==> config.mk <==
export PLATFORM = sky130hd
export DESIGN_NAME = dram_addr_composer
export DESIGN_NICKNAME = d
export VERILOG_FILES = /design/src/rtl/dram_pkg.sv /design/src/rtl/bank_row_table.sv /design/src/rtl/dram_addr_composer.sv
export SDC_FILE = /design/constraint.sdc
export NUM_CORES = 1
export LEC_CHECK = 0
export CAP_MARGIN = 20
export CELL_PAD_IN_SITES_DETAIL_PLACEMENT = 1
export CELL_PAD_IN_SITES_GLOBAL_PLACEMENT = 1
export CORE_MARGIN = 2
export CORE_UTILIZATION = 50
export CTS_CLUSTER_DIAMETER = 60
export DETAILED_ROUTE_END_ITERATION = 10
export HOLD_SLACK_MARGIN = 0.12
export PLACE_DENSITY_LB_ADDON = 0.1
export SLEW_MARGIN = 5
export SYNTH_ARGS = -nofsm -noshare
export SYNTH_HDL_FRONTEND = slang
export SYNTH_SLANG_ARGS = --single-unit
==> constraint.sdc <==
create_clock -name clk -period 5.92 [get_ports clk]
set_input_delay 0.888 -clock clk [delete_from_list [all_inputs] [get_ports clk]]
set_output_delay 0.888 -clock clk [all_outputs]
set_load 0.02 [all_outputs]
==> src/rtl/dram_pkg.sv <==
// Shared DRAM command encoding and bank-geometry constants for the address composer.
package dram_pkg;

  localparam int NUM_BANKS      = 16;
  localparam int BANK_IDX_BITS  = 4;
  localparam int DRAM_ADDR_BITS = 17;

  typedef enum logic [2:0] {
    CMD_NOP  = 3'd0,
    CMD_ACT  = 3'd1,
    CMD_RD   = 3'd2,
    CMD_WR   = 3'd3,
    CMD_PRE  = 3'd4,
    CMD_PREA = 3'd5
  } cmd_e;

  function automatic logic [BANK_IDX_BITS-1:0] bank_idx(input logic [1:0] bg, input logic [1:0] ba);
    return {bg, ba};
  endfunction

endpackage

==> src/rtl/bank_row_table.sv <==
// Per-bank open flag and active row; combinational read, single write/close per cycle.
module bank_row_table
  import dram_pkg::*;
#(
  parameter int ROW_BITS = 8
) (
  input  logic                     clk,
  input  logic                     rst,
  input  logic [BANK_IDX_BITS-1:0] rd_idx_i,
  output logic                     rd_open_o,
  output logic [ROW_BITS-1:0]      rd_row_o,
  input  logic                     wr_en_i,
  input  logic [BANK_IDX_BITS-1:0] wr_idx_i,
  input  logic [ROW_BITS-1:0]      wr_row_i,
  input  logic                     close_en_i,
  input  logic [BANK_IDX_BITS-1:0] close_idx_i,
  input  logic                     close_all_i
);

  logic [NUM_BANKS-1:0] open_q, open_d;
  logic [ROW_BITS-1:0]  row_q [NUM_BANKS];
  logic [ROW_BITS-1:0]  row_d [NUM_BANKS];

  assign rd_open_o = open_q[rd_idx_i];
  assign rd_row_o  = row_q[rd_idx_i];

  // Close-all dominates; the decoder never asserts more than one port per cycle anyway.
  always_comb begin
    open_d = open_q;
    row_d  = row_q;
    if (close_all_i) begin
      open_d = '0;
    end else if (close_en_i) begin
      open_d[close_idx_i] = 1'b0;
    end else if (wr_en_i) begin
      open_d[wr_idx_i] = 1'b1;
      row_d[wr_idx_i]  = wr_row_i;
    end
  end

  always_ff @(posedge clk) begin
    if (rst) begin
      open_q <= '0;
      for (int i = 0; i < NUM_BANKS; i++) row_q[i] <= '0;
    end else begin
      open_q <= open_d;
      row_q  <= row_d;
    end
  end

endmodule

==> src/rtl/dram_addr_composer.sv <==
// Rebuilds {row,bg,ba,col} bus addresses from a multiplexed DRAM command stream,
// flagging protocol violations and counting them.
module dram_addr_composer
  import dram_pkg::*;
#(
  parameter int ROW_BITS   = 8,
  parameter int COL_BITS   = 4,
  parameter int PADDR_BITS = 19
) (
  input  logic                      clk,
  input  logic                      rst,
  input  logic                      cmd_valid,
  output logic                      cmd_ready,
  input  logic [2:0]                cmd,
  input  logic [DRAM_ADDR_BITS-1:0] addr_in,
  input  logic [1:0]                bg_in,
  input  logic [1:0]                ba_in,
  output logic                      out_valid,
  input  logic                      out_ready,
  output logic [PADDR_BITS-1:0]     out_addr,
  output logic                      out_is_write,
  output logic                      err_pulse,
  output logic [7:0]                err_count
);

  if (PADDR_BITS < COL_BITS + BANK_IDX_BITS + ROW_BITS) begin : g_chk_paddr
    $error("PADDR_BITS too small for row+bank+col");
  end
  if (ROW_BITS + COL_BITS > DRAM_ADDR_BITS) begin : g_chk_row_col
    $error("ROW_BITS+COL_BITS exceeds DRAM address bus");
  end

  logic [BANK_IDX_BITS-1:0] bank;
  logic                     accept;
  logic                     tbl_open;
  logic [ROW_BITS-1:0]      tbl_row;
  logic                     act_en, pre_en, prea_en, load_en, viol;
  logic                     unused_addr_bits;

  logic                  out_valid_q, out_valid_d;
  logic [PADDR_BITS-1:0] out_addr_q, out_addr_d;
  logic                  out_is_write_q, out_is_write_d;
  logic                  err_pulse_q;
  logic [7:0]            err_count_q, err_count_d;

  assign bank             = bank_idx(bg_in, ba_in);
  assign cmd_ready        = !out_valid_q || out_ready;
  assign accept           = cmd_valid && cmd_ready;
  assign unused_addr_bits = ^addr_in;

  always_comb begin
    act_en  = 1'b0;
    pre_en  = 1'b0;
    prea_en = 1'b0;
    load_en = 1'b0;
    viol    = 1'b0;
    if (accept) begin
      case (cmd)
        CMD_NOP:  ;
        CMD_ACT:  if (tbl_open) viol = 1'b1; else act_en = 1'b1;
        CMD_RD,
        CMD_WR:   if (tbl_open) load_en = 1'b1; else viol = 1'b1;
        CMD_PRE:  pre_en = 1'b1;
        CMD_PREA: prea_en = 1'b1;
        default:  viol = 1'b1;
      endcase
    end
  end

  bank_row_table #(
    .ROW_BITS(ROW_BITS)
  ) u_table (
    .clk        (clk),
    .rst        (rst),
    .rd_idx_i   (bank),
    .rd_open_o  (tbl_open),
    .rd_row_o   (tbl_row),
    .wr_en_i    (act_en),
    .wr_idx_i   (bank),
    .wr_row_i   (addr_in[ROW_BITS-1:0]),
    .close_en_i (pre_en),
    .close_idx_i(bank),
    .close_all_i(prea_en)
  );

  // A new column command reloads the register in the same cycle the old result drains.
  always_comb begin
    out_valid_d    = out_valid_q;
    out_addr_d     = out_addr_q;
    out_is_write_d = out_is_write_q;
    if (load_en) begin
      out_valid_d = 1'b1;
      out_addr_d  = '0;
      out_addr_d[COL_BITS-1:0]                    = addr_in[COL_BITS-1:0];
      out_addr_d[COL_BITS +: BANK_IDX_BITS]       = bank;
      out_addr_d[COL_BITS+BANK_IDX_BITS +: ROW_BITS] = tbl_row;
      out_is_write_d = (cmd == CMD_WR);
    end else if (out_valid_q && out_ready) begin
      out_valid_d = 1'b0;
    end
  end

  always_comb begin
    err_count_d = err_count_q;
    if (viol && err_count_q != 8'hFF) err_count_d = err_count_q + 8'd1;
  end

  always_ff @(posedge clk) begin
    if (rst) begin
      out_valid_q    <= 1'b0;
      out_addr_q     <= '0;
      out_is_write_q <= 1'b0;
      err_pulse_q    <= 1'b0;
      err_count_q    <= 8'd0;
    end else begin
      out_valid_q    <= out_valid_d;
      out_addr_q     <= out_addr_d;
      out_is_write_q <= out_is_write_d;
      err_pulse_q    <= viol;
      err_count_q    <= err_count_d;
    end
  end

  assign out_valid    = out_valid_q;
  assign out_addr     = out_addr_q;
  assign out_is_write = out_is_write_q;
  assign err_pulse    = err_pulse_q;
  assign err_count    = err_count_q;

endmodule

==> summary.txt, run 1 <==
WORST SETUP PATH
--------------------------------------------------------------------------------
FF-to-FF Start                                                      out_valid$_SDFFE_PP0P_
Flop2flop setup slack                                                    3170 ps
Worst reg-to-reg path cell count                                               6
Critical path endpoint category                                             flop
Largest stage delay on the critical path                                  880 ps
End of the worst register-to-register path                          u_table.row_q[14]$_SDFFE_PP0P_
Kind of critical path                                               primary input to flop
WP data arrival                                                          4020 ps
Setup crit start kind                                               primary input
Crit Path Max Fanout                                                          14
CP max stage cell                                                   clkdlybuf4s50_1
Worst Path Required                                                      6190 ps
Crit-path cells                                                     clkdlybuf4s50_1 > buf_4 > nand2b_1 > o22ai_2 > o21ai_2 > nor2_2 > mux2i_1 > nor2_1

CLOCK NETWORK
--------------------------------------------------------------------------------
Quantity of gates resized following cts                                        0
Number of setup buffers added after CTS                                        0
Clock network latency to the later pin of the worst-skew pair             430 ps
Clock buffers created by TritonCTS                                            17
Clock transition at path regs                                              70 ps
Quantity of hold-fixing buffers added after cts                                0
Number of H-tree levels                                                        4
Cell chosen for the clock root                                         clkbuf_16
Maximum clock insertion buffer count                                           2
Clock tree from TritonCTS                                                    yes
# clock sinks                                                                171

STA
--------------------------------------------------------------------------------
Final setup violation count                                                    0
Worst clock skew                                                         8.50 ps
Setup repair after global routing missed its margin                           no
Worst slew pin tran                                                      1010 ps
Max transition margin                                                      32.8%
Final cycle utilization of the critical path                               63.3%
Setup TNS                                                                   0 ps
Post-route minimum period                                                3750 ps
Upper clock frequency limit                                              267 MHz
Worst Hold Slack                                                          456 ps
Count of pins over their slew limit                                            0
Number of hold violations in the final report                                  0

ROUTE
--------------------------------------------------------------------------------
Post-Route WL                                                          21,200 um
Via density                                                                 5.89
Vias post-DR                                                               5,720
Total iterations of the first detailed-routing run                             4
Final routed DRC violation total                                               0
Detailed-route wire length per cell                                      21.8 um
Violation count after the first detailed-route iteration                     350
Number of antenna-violating nets in the routed design                          0

SYNTHESIS
--------------------------------------------------------------------------------
Post-Syn Instances                                                           753
Ys flop type                                                             dfxtp_1
Yosys top cell by area                                                   dfxtp_1
Synthesis warning total                                                        0
Syn Area/Cell                                                           10.3 um2
Top cells by instance count after synthesis                         dfxtp_1, nor2_1, mux2i_1
Register bit count reported by yosys                                         171
Synth top area cells                                                dfxtp_1, mux2i_1, mux4_2
Area share of the largest cell type after synthesis                        44.3%
Mapped Area                                                             7720 um2
Number of flops mapped to enable cells by yosys                                0
Cell variety after synth                                                      51
Most frequently used cell type in the post-synthesis netlist             dfxtp_1
Share of flip-flops with an asynchronous set or reset                         0%
Post-synthesis sequential area ratio                                       44.3%

PLACEMENT
--------------------------------------------------------------------------------
Input/output buffers                                                          46
Routability Congestion                                                     0.766
Post-DP HPWL                                                           13,200 um

PWR
--------------------------------------------------------------------------------
Pleak                                                                 0.00291 uW
Max IR drop VDD                                                         0.225 mV
Power density over the cells                                          283 nW/um2

GRT
--------------------------------------------------------------------------------
Global-route wire length before repair                                 33,500 um
Met2 track demand over resource                                            46.0%
Number of antenna violations at the first check in global routing              1
Met3 Resource Use GR                                                       4.72%
Global Route met1 Usage                                                    33.3%
Total track usage                                                          26.9%
Largest net degree at the start of global routing                            103
Number of global-route vias before repair                                  6,094
Most utilized layer in the global route result                              met2
Remaining global-route overflow                                                0

CELLS AND AREA
--------------------------------------------------------------------------------
Synthesis-to-finish area growth                                            14.2%
Final Net Count                                                              798
Share of layout cells above drive strength 1                               16.1%
Total of fill cells in the finished design                                 1,616

WORST HOLD PATH
--------------------------------------------------------------------------------
Hold endpoint                                                       out_is_write$_SDFFE_PP0P_
Instance count along the most critical hold path                               2
Class of the worst hold path                                        flop to flop
Beginning of the worst hold path                                    out_is_write$_SDFFE_PP0P_

DIE
--------------------------------------------------------------------------------
Initial standard-cell utilization of the core                              51.0%
IO Count                                                                      59
Core Region                                                           15,100 um2
Die Width                                                                 128 um
Height of the die                                                         128 um
Overall die area                                                      16,500 um2
Row Count                                                                     45

JOB
--------------------------------------------------------------------------------
Max_cap viols                                                                  0

STATUS
--------------------------------------------------------------------------------
Run status                                                          finished clean

## routing by layer
layer	routed length, um	share of wire [%]
met1	9240	44
met2	10600	50
met3	618	2.9
met4	703	3.3
met5	0	0
## flip-flops by register name (all words and copies together), names as in the netlist, named ones only
register	count
u_table.row_q	128
err_count	8
out_valid	1
out_is_write	1
out_addr	16
err_pulse	1
## cell type report
class,instances,area [um2],share of cell area [%]
tap,188,235,2.67
antenna,1,2.50,0.0284
inverter,4,15.0,0.170
clock buffer,19,453,5.13
sequential,171,3420,38.8
clock inverter,13,180,2.04
multi-input combinational,522,4010,45.5
timing repair buffer,53,500,5.67
## how the worst max path moves through the flow
stage,start,endpoint,slack (ps),cells after the start
floorplan,ba_in[1],err_count[5]$_SDFFE_PP0P_,3170,8
CTS,bg_in[1],u_table.row_q[14]$_SDFFE_PP0P_,2230,8
global route,bg_in[1],u_table.row_q[10]$_SDFFE_PP0P_,2110,8
detailed placement,bg_in[1],u_table.row_q[14]$_SDFFE_PP0P_,1850,8
global placement,bg_in[1],u_table.row_q[15]$_SDFFE_PP0P_,1960,8
finish,bg_in[1],u_table.row_q[14]$_SDFFE_PP0P_,2170,8
## critical path: cells and delay by family
| kind | cells | cell delay, ps |
|---|---|---|
| AND/OR/NAND/NOR | 3 | 1030 |
| buffers and inverters | 2 | 1230 |
| AO/OA/AOI/OAI | 2 | 540 |
| multiplexers | 1 | 300 |
## through the flow
step	instance area, um2	setup slack, ps	instances	power (uW)	utilization (%)
2_1_floorplan	7730	3170	755	1290	-
3_3_place_gp	8170	1960	936	1320	53.9
3_5_place_dp	8170	1850	936	1330	53.9
4_1_cts	8800	2230	968	2500	58.1
5_1_grt	8820	2110	971	2560	58.2
6_report	8820	2170	971	2490	58.2
## power breakdown
part           switching, uW  total, uW  leakage, uW  internal, uW
registers               3.95       1160      0.00138          1150
clock network            492       1190     0.000298           698
logic                   98.6        145      0.00123          46.2
## cells by family (layout without fill, tap and decap cells)
kind of cell,Yosys count,after routing,synth area share [%]
compound gates,69,69,6.01
flops,171,171,44.3
other cells,1,4,0.0486
buf+inv,62,89,3.84
fa+ha+maj,1,1,0.162
mux,184,184,30.6
simple gates,265,265,15.0
## cells in the final DEF, fill, tap and decap left out, types with 3 or more instances in the layout
cell             netlist  routed
nand2_1               49      49
dfxtp_1              171     171
a31oi_1               12      12
nor2_1               154     154
mux2_1                 3       3
nor2_2                16      16
nor2b_1               11      11
inv_1                  4       4
a21oi_1               19      19
mux2i_1              130     130
nor4_1                 3       3
conb_1                 1       3
bufinv_16              0       3
clkdlybuf4s50_1        0      43
a41oi_1                4       4
clkbuf_16              0      17
o21ai_0               16      16
or2_2                  4       4
mux2_2                10      10
inv_8                  0       3
mux4_2                40      40
buf_4                  5       8
nor3_1                 4       4
nand2b_1               5       5
clkinvlp_4             0       4
nand3_1                6       6
Power figures use the tool's default switching activity.
==> run 2, diff against run 1 <==
CORE_UTILIZATION = 46   (was 50)
clock period = 3.5 ns   (was 5.92 ns; I/O delays follow)
==> summary.txt, run 2 (synthesis results as in run 1) <==
WORST SETUP PATH
----------------------------------------------------------------------------------
Crit Path Max Fanout                                                             8   -6
End of the worst register-to-register path                            err_count[5]$_SDFFE_PP0P_
Worst Path Required                                                        3790 ps   -2400 ps
FF-to-FF Start                                                        out_valid$_SDFFE_PP0P_
Flop2flop setup slack                                                      1180 ps   -1990 ps
CP max stage cell                                                          nor4b_1
Largest stage delay on the critical path                                    530 ps   -350 ps
Worst reg-to-reg path cell count                                                 7   +1
WP data arrival                                                            2910 ps   -1110 ps
Kind of critical path                                                 primary input to flop
Setup crit start kind                                                 primary input
Critical path endpoint category                                               flop
Family of cells with the greatest summed delay on the critical path   simple AND/OR/NAND/NOR gates
Critical Path Start                                                         cmd[0]
Crit-path cells                                                       clkdlybuf4s50_1 > nor2b_1 > nor4b_1 > o21ai_2 > nor2_4 > mux2i_1 > nor2_1
Logic depth of the worst path, buffers included                                  7   -1
End point of the critical path                                        u_table.row_q[26]$_SDFFE_PP0P_
Number of buffer and inverter instances along the worst setup path               1   -1

ROUTE
----------------------------------------------------------------------------------
Post-Route WL                                                            20,800 um   -1.8%
Number of antenna-violating nets in the routed design                            0   unchanged
Total iterations of the first detailed-routing run                               4   unchanged
Detailed-route wire length per cell                                        20.2 um   -7.2%
Via density                                                                   5.57   -5.5%
Final routed DRC violation total                                                 0   unchanged
Violation count after the first detailed-route iteration                       332   -5.1%
Vias post-DR                                                                 5,716   -0.070%

STA
----------------------------------------------------------------------------------
Worst slew pin tran                                                         745 ps   -262 ps
Worst clock skew                                                           7.24 ps   -1.26 ps
Final setup violation count                                                      0   unchanged
Upper clock frequency limit                                                382 MHz
Setup repair after global routing missed its margin                             no
Setup TNS                                                                     0 ps   unchanged
Post-route minimum period                                                  2620 ps
Max transition margin                                                        50.2%   +17 points
Worst Hold Slack                                                            457 ps   +1.34 ps
Number of hold violations in the final report                                    0   unchanged
Count of pins over their slew limit                                              0   unchanged
Final cycle utilization of the critical path                                 74.7%

DIE
----------------------------------------------------------------------------------
Overall die area                                                        17,800 um2   +8.4%
Die Width                                                                   134 um   +4.1%
Initial standard-cell utilization of the core                                46.7%   -4.3 points
Core Region                                                             16,500 um2   +9.1%
Height of the die                                                           134 um   +4.1%
Row Count                                                                       47   +4.4%
IO Count                                                                        59   unchanged

GRT
----------------------------------------------------------------------------------
Number of antenna violations at the first check in global routing                0   -1
Largest net degree at the start of global routing                              108   +4.9%
Remaining global-route overflow                                                  0   unchanged
Number of global-route vias before repair                                    6,090   -0.066%
Total track usage                                                            24.5%   -2.4 points
Global-route wire length before repair                                   33,600 um   +0.12%

CLOCK NETWORK
----------------------------------------------------------------------------------
Quantity of hold-fixing buffers added after cts                                  0   unchanged
Clock network latency to the later pin of the worst-skew pair               430 ps   about the same
Cell chosen for the clock root                                           clkbuf_16
Number of setup buffers added after CTS                                          0   unchanged
# clock sinks                                                                  171   unchanged
Clock transition at path regs                                                70 ps   about the same
Maximum clock insertion buffer count                                             2   unchanged
Clock tree from TritonCTS                                                      yes
Number of H-tree levels                                                          4   unchanged
Clock buffers created by TritonCTS                                              17   unchanged
Quantity of gates resized following cts                                          0   unchanged

JOB
----------------------------------------------------------------------------------
Max_cap viols                                                                    0   unchanged

PWR
----------------------------------------------------------------------------------
Max IR drop VDD                                                           0.374 mV   +66%
Power density over the cells                                            468 nW/um2   +66%
Pleak                                                                   0.00305 uW   +4.8%

CELLS AND AREA
----------------------------------------------------------------------------------
Footprint of the flip-flops and latches                                   3420 um2   unchanged
Total of fill cells in the finished design                                   1,784   +10%
Max reg flops                                                                  128   unchanged
Most common library cell in the layout ignoring fill and taps              dfxtp_1
Share of layout cells above drive strength 1                                 18.5%   +2.4 points
Diodes inserted                                                                  0   -1
Final Net Count                                                                823   +3.1%
Synthesis-to-finish area growth                                              17.2%
Area of combinational cells with multiple inputs                          4010 um2   unchanged
Biggest register                                                      u_table.row_q
Commonest cells after routing, fill and taps aside                    dfxtp_1, nor2_1, mux2i_1, nand2_1, clkdlybuf4s50_1

STATUS
----------------------------------------------------------------------------------
Run status                                                            finished clean

PLACEMENT
----------------------------------------------------------------------------------
Input/output buffers                                                            46   unchanged
Post-DP HPWL                                                             14,000 um   +6.0%
Routability Congestion                                                       0.765   -0.12%

WORST HOLD PATH
----------------------------------------------------------------------------------
Class of the worst hold path                                          flop to flop

## run 2: cell types whose count changed in the layout (fill, tap and decap cells not counted), moves of 2 or more
cell        delta
buf_4         +24
clkbuf_1       +2
clkbuf_8       -2
clkinv_2       +2
clkinvlp_4     -2
inv_8          -2
## run 2: per-stage QoR
step	utilization (%)	setup slack, ps	area, um2	power, uW	cells
after detailed placement	51.0	461	8430	2250	995
after global routing	54.8	688	9050	4370	1027
after global placement	51.0	526	8430	2250	995
after CTS	54.8	891	9050	4270	1027
after floorplan	-	1110	7730	2170	755
final	54.8	884	9050	4230	1027
## run 2: worst min-delay path, cell delays in order, from the launching register on
cell,delay (ps)
dfxtp_1,310
nand2_1,50
a21oi_1,50
## run 2: worst min path at each step
stage / end / startpoint / depth (start not counted)
2_1_floorplan: flop / flop / 2
3_3_place_gp: out_addr[11]$_SDFFE_PP0P_ / out_addr[11]$_SDFFE_PP0P_ / 2
3_5_place_dp: out_is_write$_SDFFE_PP0P_ / out_is_write$_SDFFE_PP0P_ / 2
4_1_cts: out_is_write$_SDFFE_PP0P_ / out_is_write$_SDFFE_PP0P_ / 2
5_1_grt: out_is_write$_SDFFE_PP0P_ / out_is_write$_SDFFE_PP0P_ / 2
6_report: out_is_write$_SDFFE_PP0P_ / out_is_write$_SDFFE_PP0P_ / 2
## run 2: routing by layer
metal,vias to the layer above,part of all wire (%),GRT usage (%)
li1,2718,-,-
met1,2881,46,31.6
met2,89,49,41.7
met3,28,2.5,3.46
met4,0,2.3,9.69
met5,-,0,0
## run 2: cell type report
type,instances,area share [%]
multi-input combinational,522,44.3
clock buffer,19,4.78
sequential,171,37.8
inverter,4,0.166
clock inverter,13,2.12
timing repair buffer,78,7.74
tap,220,3.04
## run 2: where the power goes
part	internal, uW	switching [uW]
Combinational	83.3	167
Sequential	1950	6.69
Clock	1200	821
Total	3240	995
==> RTL change 1, RTL diff (flow settings as in run 1) <==
`COL_BITS`: 4 -> 6.
--- a/src/rtl/dram_addr_composer.sv
+++ b/src/rtl/dram_addr_composer.sv
@@ -6,3 +6,3 @@
   parameter int ROW_BITS   = 8,
-  parameter int COL_BITS   = 4,
+  parameter int COL_BITS   = 6,
   parameter int PADDR_BITS = 19
Function: changed (Yosys sat finds a counterexample within 4 cycles, from zero or initial values and one cycle with rst high).
==> RTL change 1 against run 1 <==
Wire length is 5.4% higher; setup slack worse by 39 ps; synthesized area is 2.4% higher; total power shrank 2.1%; design area grew 3.8%; sequential cell count increased by 2; via count up 4.2%; clock power shrank 4%; critical path depth down 2; synthesized cell count is 2.8% higher; critical path type unchanged; critical endpoint is now err_count[0]; highest routed layer unchanged.
==> RTL change 1: results (changes against run 1) <==
[status]
status=complete, no violations

[timing]
tightest_slew_ps=1120  ; +110 ps
fin_worst_skew_ps=8.15  ; -0.346 ps

[cells_and_area]
largest_reg_flops=128  ; unchanged
final_nets=809  ; +1.4%
fillers=1644  ; +1.7%
drive_gt1_share_pct=16.3  ; +0.15 points
num_antenna_cells=0  ; -1
regMostFlops=u_table.row_q

[power_and_ir_drop]
p_leak_nw=2.98  ; +2.4%
vdd_drop_max_uv=225  ; -0.16%

[place]
io_buffers=48  ; +4.3%
place_congestion=0.787  ; +2.7%
placed_area_um2=8560  ; +4.7%
placedCellCount=972  ; +3.8%
dp_hpwl_um=14100  ; +6.9%

[global_routing]
track_usage_pct=27.6  ; +0.66 points
grt_pass1_vias=6383  ; +4.7%
antenna_found_initial=0  ; -1
grt_pass1_wl_um=35100  ; +4.8%
grt_start_max_net_pins=104  ; +0.97%

[detailed_routing]
drt-total-wl_um=22300  ; +5.4%
vias=5958  ; +4.2%
antenna_left=0  ; unchanged
viasPerCell=5.93  ; +0.74%
drt_iter0_markers=284  ; -19%
first_pass_iters=4  ; unchanged

[synth]
synth_area_leaders=dfxtp_1 44%, mux2i_1 17%, mux4_2 12%
synth.yosys.warnings=0  ; unchanged
yosysSeqAreaShare_pct=43.8  ; -0.55 points
syn_avg_cell_area_um2=10.2  ; -0.35%
ys_top_cells_by_count=173 x dfxtp_1, 153 x nor2_1, 137 x mux2i_1
synthFlopType=dfxtp_1
ys_types=35  ; -31%
async_flop_share_pct=0  ; unchanged
syn_nets=803

[cts]
htree_levels=4  ; unchanged
clkLatencyLatePin_ps=430  ; about the same
post_cts.repair.setup_buffers=0  ; unchanged
cts_resized=0  ; unchanged
numCtsBuffers=17  ; unchanged
clkTransAtPathRegs_ps=70  ; about the same
root_buffer=clkbuf_16
cts_buffer_depth=2  ; unchanged

[critical_path]
rr_worst_depth=6  ; unchanged
cp_max_fo=20  ; +6
crit_arrival_ps=4110  ; +90 ps

[hold_path]
min_path_cells=2  ; unchanged
min_path_type=flop to flop

[flow_run]
max_cap_violations=0  ; unchanged

## RTL change 1: changes by cell type in the layout (fill, tap and decap cells not counted), moves of 4 or more
cell             run 1  this run
inv_6                1         5
or2_2                4         0
inv_1                4         0
nand3_1              6        33
a211oi_1             1        15
a41oi_1              4         0
nor2_2              16         0
mux2i_1            130       137
nor4b_2              0        15
nand2_1             49        14
buf_4                8        24
## RTL change 1: kinds of logic after synthesis
| group | share of synthesized area, % |
|---|---|
| other cells | 0.0474 |
| buf+inv | 4.74 |
| mux | 31.6 |
| simple gates | 14.3 |
| fa+ha+maj | 0.158 |
| compound gates | 5.44 |
| flops | 43.8 |
## RTL change 1: worst paths after layout
path | from | to | slack (ps)
setup reg to reg | flop | err_count[0] | 3230
hold reg to reg | out_addr[4] | out_addr[4] | 490
setup / recovery | bg_in[1] | err_count[0] | 2140
hold / removal | out_addr[4] | out_addr[4] | 490
## RTL change 1: routing by layer
layer,GRT usage (%),vias to the layer above,part of all wire [%]
met1,33.6,3025,43
met2,47.6,120,51
li1,-,2763,-
met4,12.7,0,3.2
met5,0,-,0
met3,4.80,50,3.1
## RTL change 1: metrics by stage
step	setup slack (ps)	hold WS [ps]	utilization [%]
2_1_floorplan	2910	455	-
3_3_place_gp	1780	465	55.8
3_5_place_dp	1720	473	55.9
4_1_cts	2180	482	59.8
5_1_grt	2010	497	59.8
6_report	2140	486	59.8
## RTL change 1: layout make-up
type                       count  area share (%)
sequential                   173            37.8
clock inverter                14            1.75
timing repair buffer          72            7.12
tap                          211            2.88
multi-input combinational    516            45.6
clock buffer                  18            4.80
## RTL change 1: worst max-delay path, stage by stage
cell and delay [ps]:
clkdlybuf4s50_1 1180, mux4_2 610, a22o_1 430, buf_4 350
mux2_4 350, mux2_4 290
## RTL change 1: power breakdown
| group | total [W] | internal, W | switching [W] |
|---|---|---|---|
| Clock | 0.00114 | 0.000642 | 0.000499 |
| Sequential | 0.00117 | 0.00117 | 0.00000254 |
| Combinational | 0.000129 | 0.0000410 | 0.0000881 |
| Total | 0.00244 | 0.00185 | 0.000590 |
==> RTL change 2, RTL diff (settings of run 1) <==
Without the edit above. Reset style: asynchronous (`rst`), changed in 2 clocked blocks.
--- a/src/rtl/bank_row_table.sv
+++ b/src/rtl/bank_row_table.sv
@@ -40,3 +40,3 @@
 
-  always_ff @(posedge clk) begin
+  always_ff @(posedge clk or posedge rst) begin
     if (rst) begin
--- a/src/rtl/dram_addr_composer.sv
+++ b/src/rtl/dram_addr_composer.sv
@@ -107,3 +107,3 @@
 
-  always_ff @(posedge clk) begin
+  always_ff @(posedge clk or posedge rst) begin
     if (rst) begin
Check against the original RTL: differs if rst is asserted again (counterexample within 4 cycles, from zero or initial values and one cycle with rst high); with rst held inactive, the same outputs for 4 cycles.
==> RTL change 2 against run 1 <==
Design area is 8.3% higher; core utilization hardly changed; via count is 17% lower; synthesized area is 7.5% higher; die area is 7.3% higher; hold slack better by 49 ps; sequential cell count stayed put; fmax is 2.7% higher; wire length is 5.2% lower; setup slack better by 97 ps.
Power is not compared: it rests on default switching activity, and its combinational part moved more than twofold at a synthesized area within 25%.
==> RTL change 2: results (changes against run 1) <==
[place]
placedCellCount=769  ; -18%
pre_cts_ws_ps=1810  ; -38.9 ps
place_congestion=0.729  ; -4.8%
dp_hpwl_um=12000  ; -8.7%

[cells_and_area]
nonClkBufAreaFrac_pct=5.39  ; -0.29 points
postLayoutCoreUtil_pct=58.2  ; about the same
clkCellAreaFrac_pct=6.79  ; -0.39 points
nFlopsAndLatches=171  ; unchanged
multi_input_area_share_pct=39.9  ; -5.6 points
nClkBuffers=18  ; -1
non_clock_buffer_count=54  ; +1.9%
final_nets=598  ; -25%
seqAreaFraction_pct=44.8  ; +6.0 points

[synth]
synth_cells=530  ; -30%
async_flop_share_pct=100  ; +100 points
synth_area_leaders=dfrtp_1 52%, mux2_2 15%, mux4_2 11%
ys_types=41  ; -20%
synthFlopType=dfrtp_1

[detailed_routing]
drt-total-wl_um=20100  ; -5.2%
viasPerCell=5.92  ; +0.43%

[critical_path]
rr_worst_depth=4  ; -2
crit_arrival_ps=3960  ; -60 ps
r2r_start=out_valid
reg2reg_slack_ps=3080  ; -90 ps
r2r_end=u_table.row_q[41]

[hold_path]
hold_start=u_table.row_q[22]
holdPathEnd=u_table.row_q[22]
min_path_cells=1  ; -1

[timing]
fin_worst_skew_ps=19.3  ; +10.8 ps
tightest_slew_ps=1080  ; +71.3 ps
worst_hold_slack_ps=505  ; +49.3 ps

[global_routing]
grt_pass1_wl_um=32000  ; -4.5%
grt_start_max_net_pins=102  ; -0.97%
grt_pass1_vias=5349  ; -12%

[die]
taps=220  ; +17%

[status]
status=complete, no violations

[RTL change 2: changes by cell type after synthesis, moves of 36 or more]
cell / delta
nand2_1: -36
dfxtp_1: -171
mux2i_1: -122
dfrtp_1: +171
mux2_4: +42
mux2_2: +99
nor2_1: -148
[RTL change 2: cell families after synthesis]
| family | after synthesis | synth area share (%) |
|---|---|---|
| mux | 205 | 35.4 |
| flops | 171 | 51.5 |
| simple gates | 84 | 7.09 |
| buf+inv | 40 | 2.68 |
| compound gates | 21 | 2.33 |
| xor+xnor | 7 | 0.738 |
| fa+ha+maj | 1 | 0.151 |
| other cells | 1 | 0.0451 |
[RTL change 2: layer usage]
layer	GRT usage [%]	vias up	share of wire, %	routed length (um)
met1	30.9	2607	43	8630
met3	3.83	16	2.1	429
met2	43.5	66	54	10800
met4	7.59	0	1.3	253
met5	0	-	0	0
li1	-	2056	-	-
[RTL change 2: worst max-delay path, cell delays in order]
cell and delay, ps:
buf_2 610, mux2_2 420, mux4_2 600, a22oi_2 710
nor2_4 330, mux2_4 380
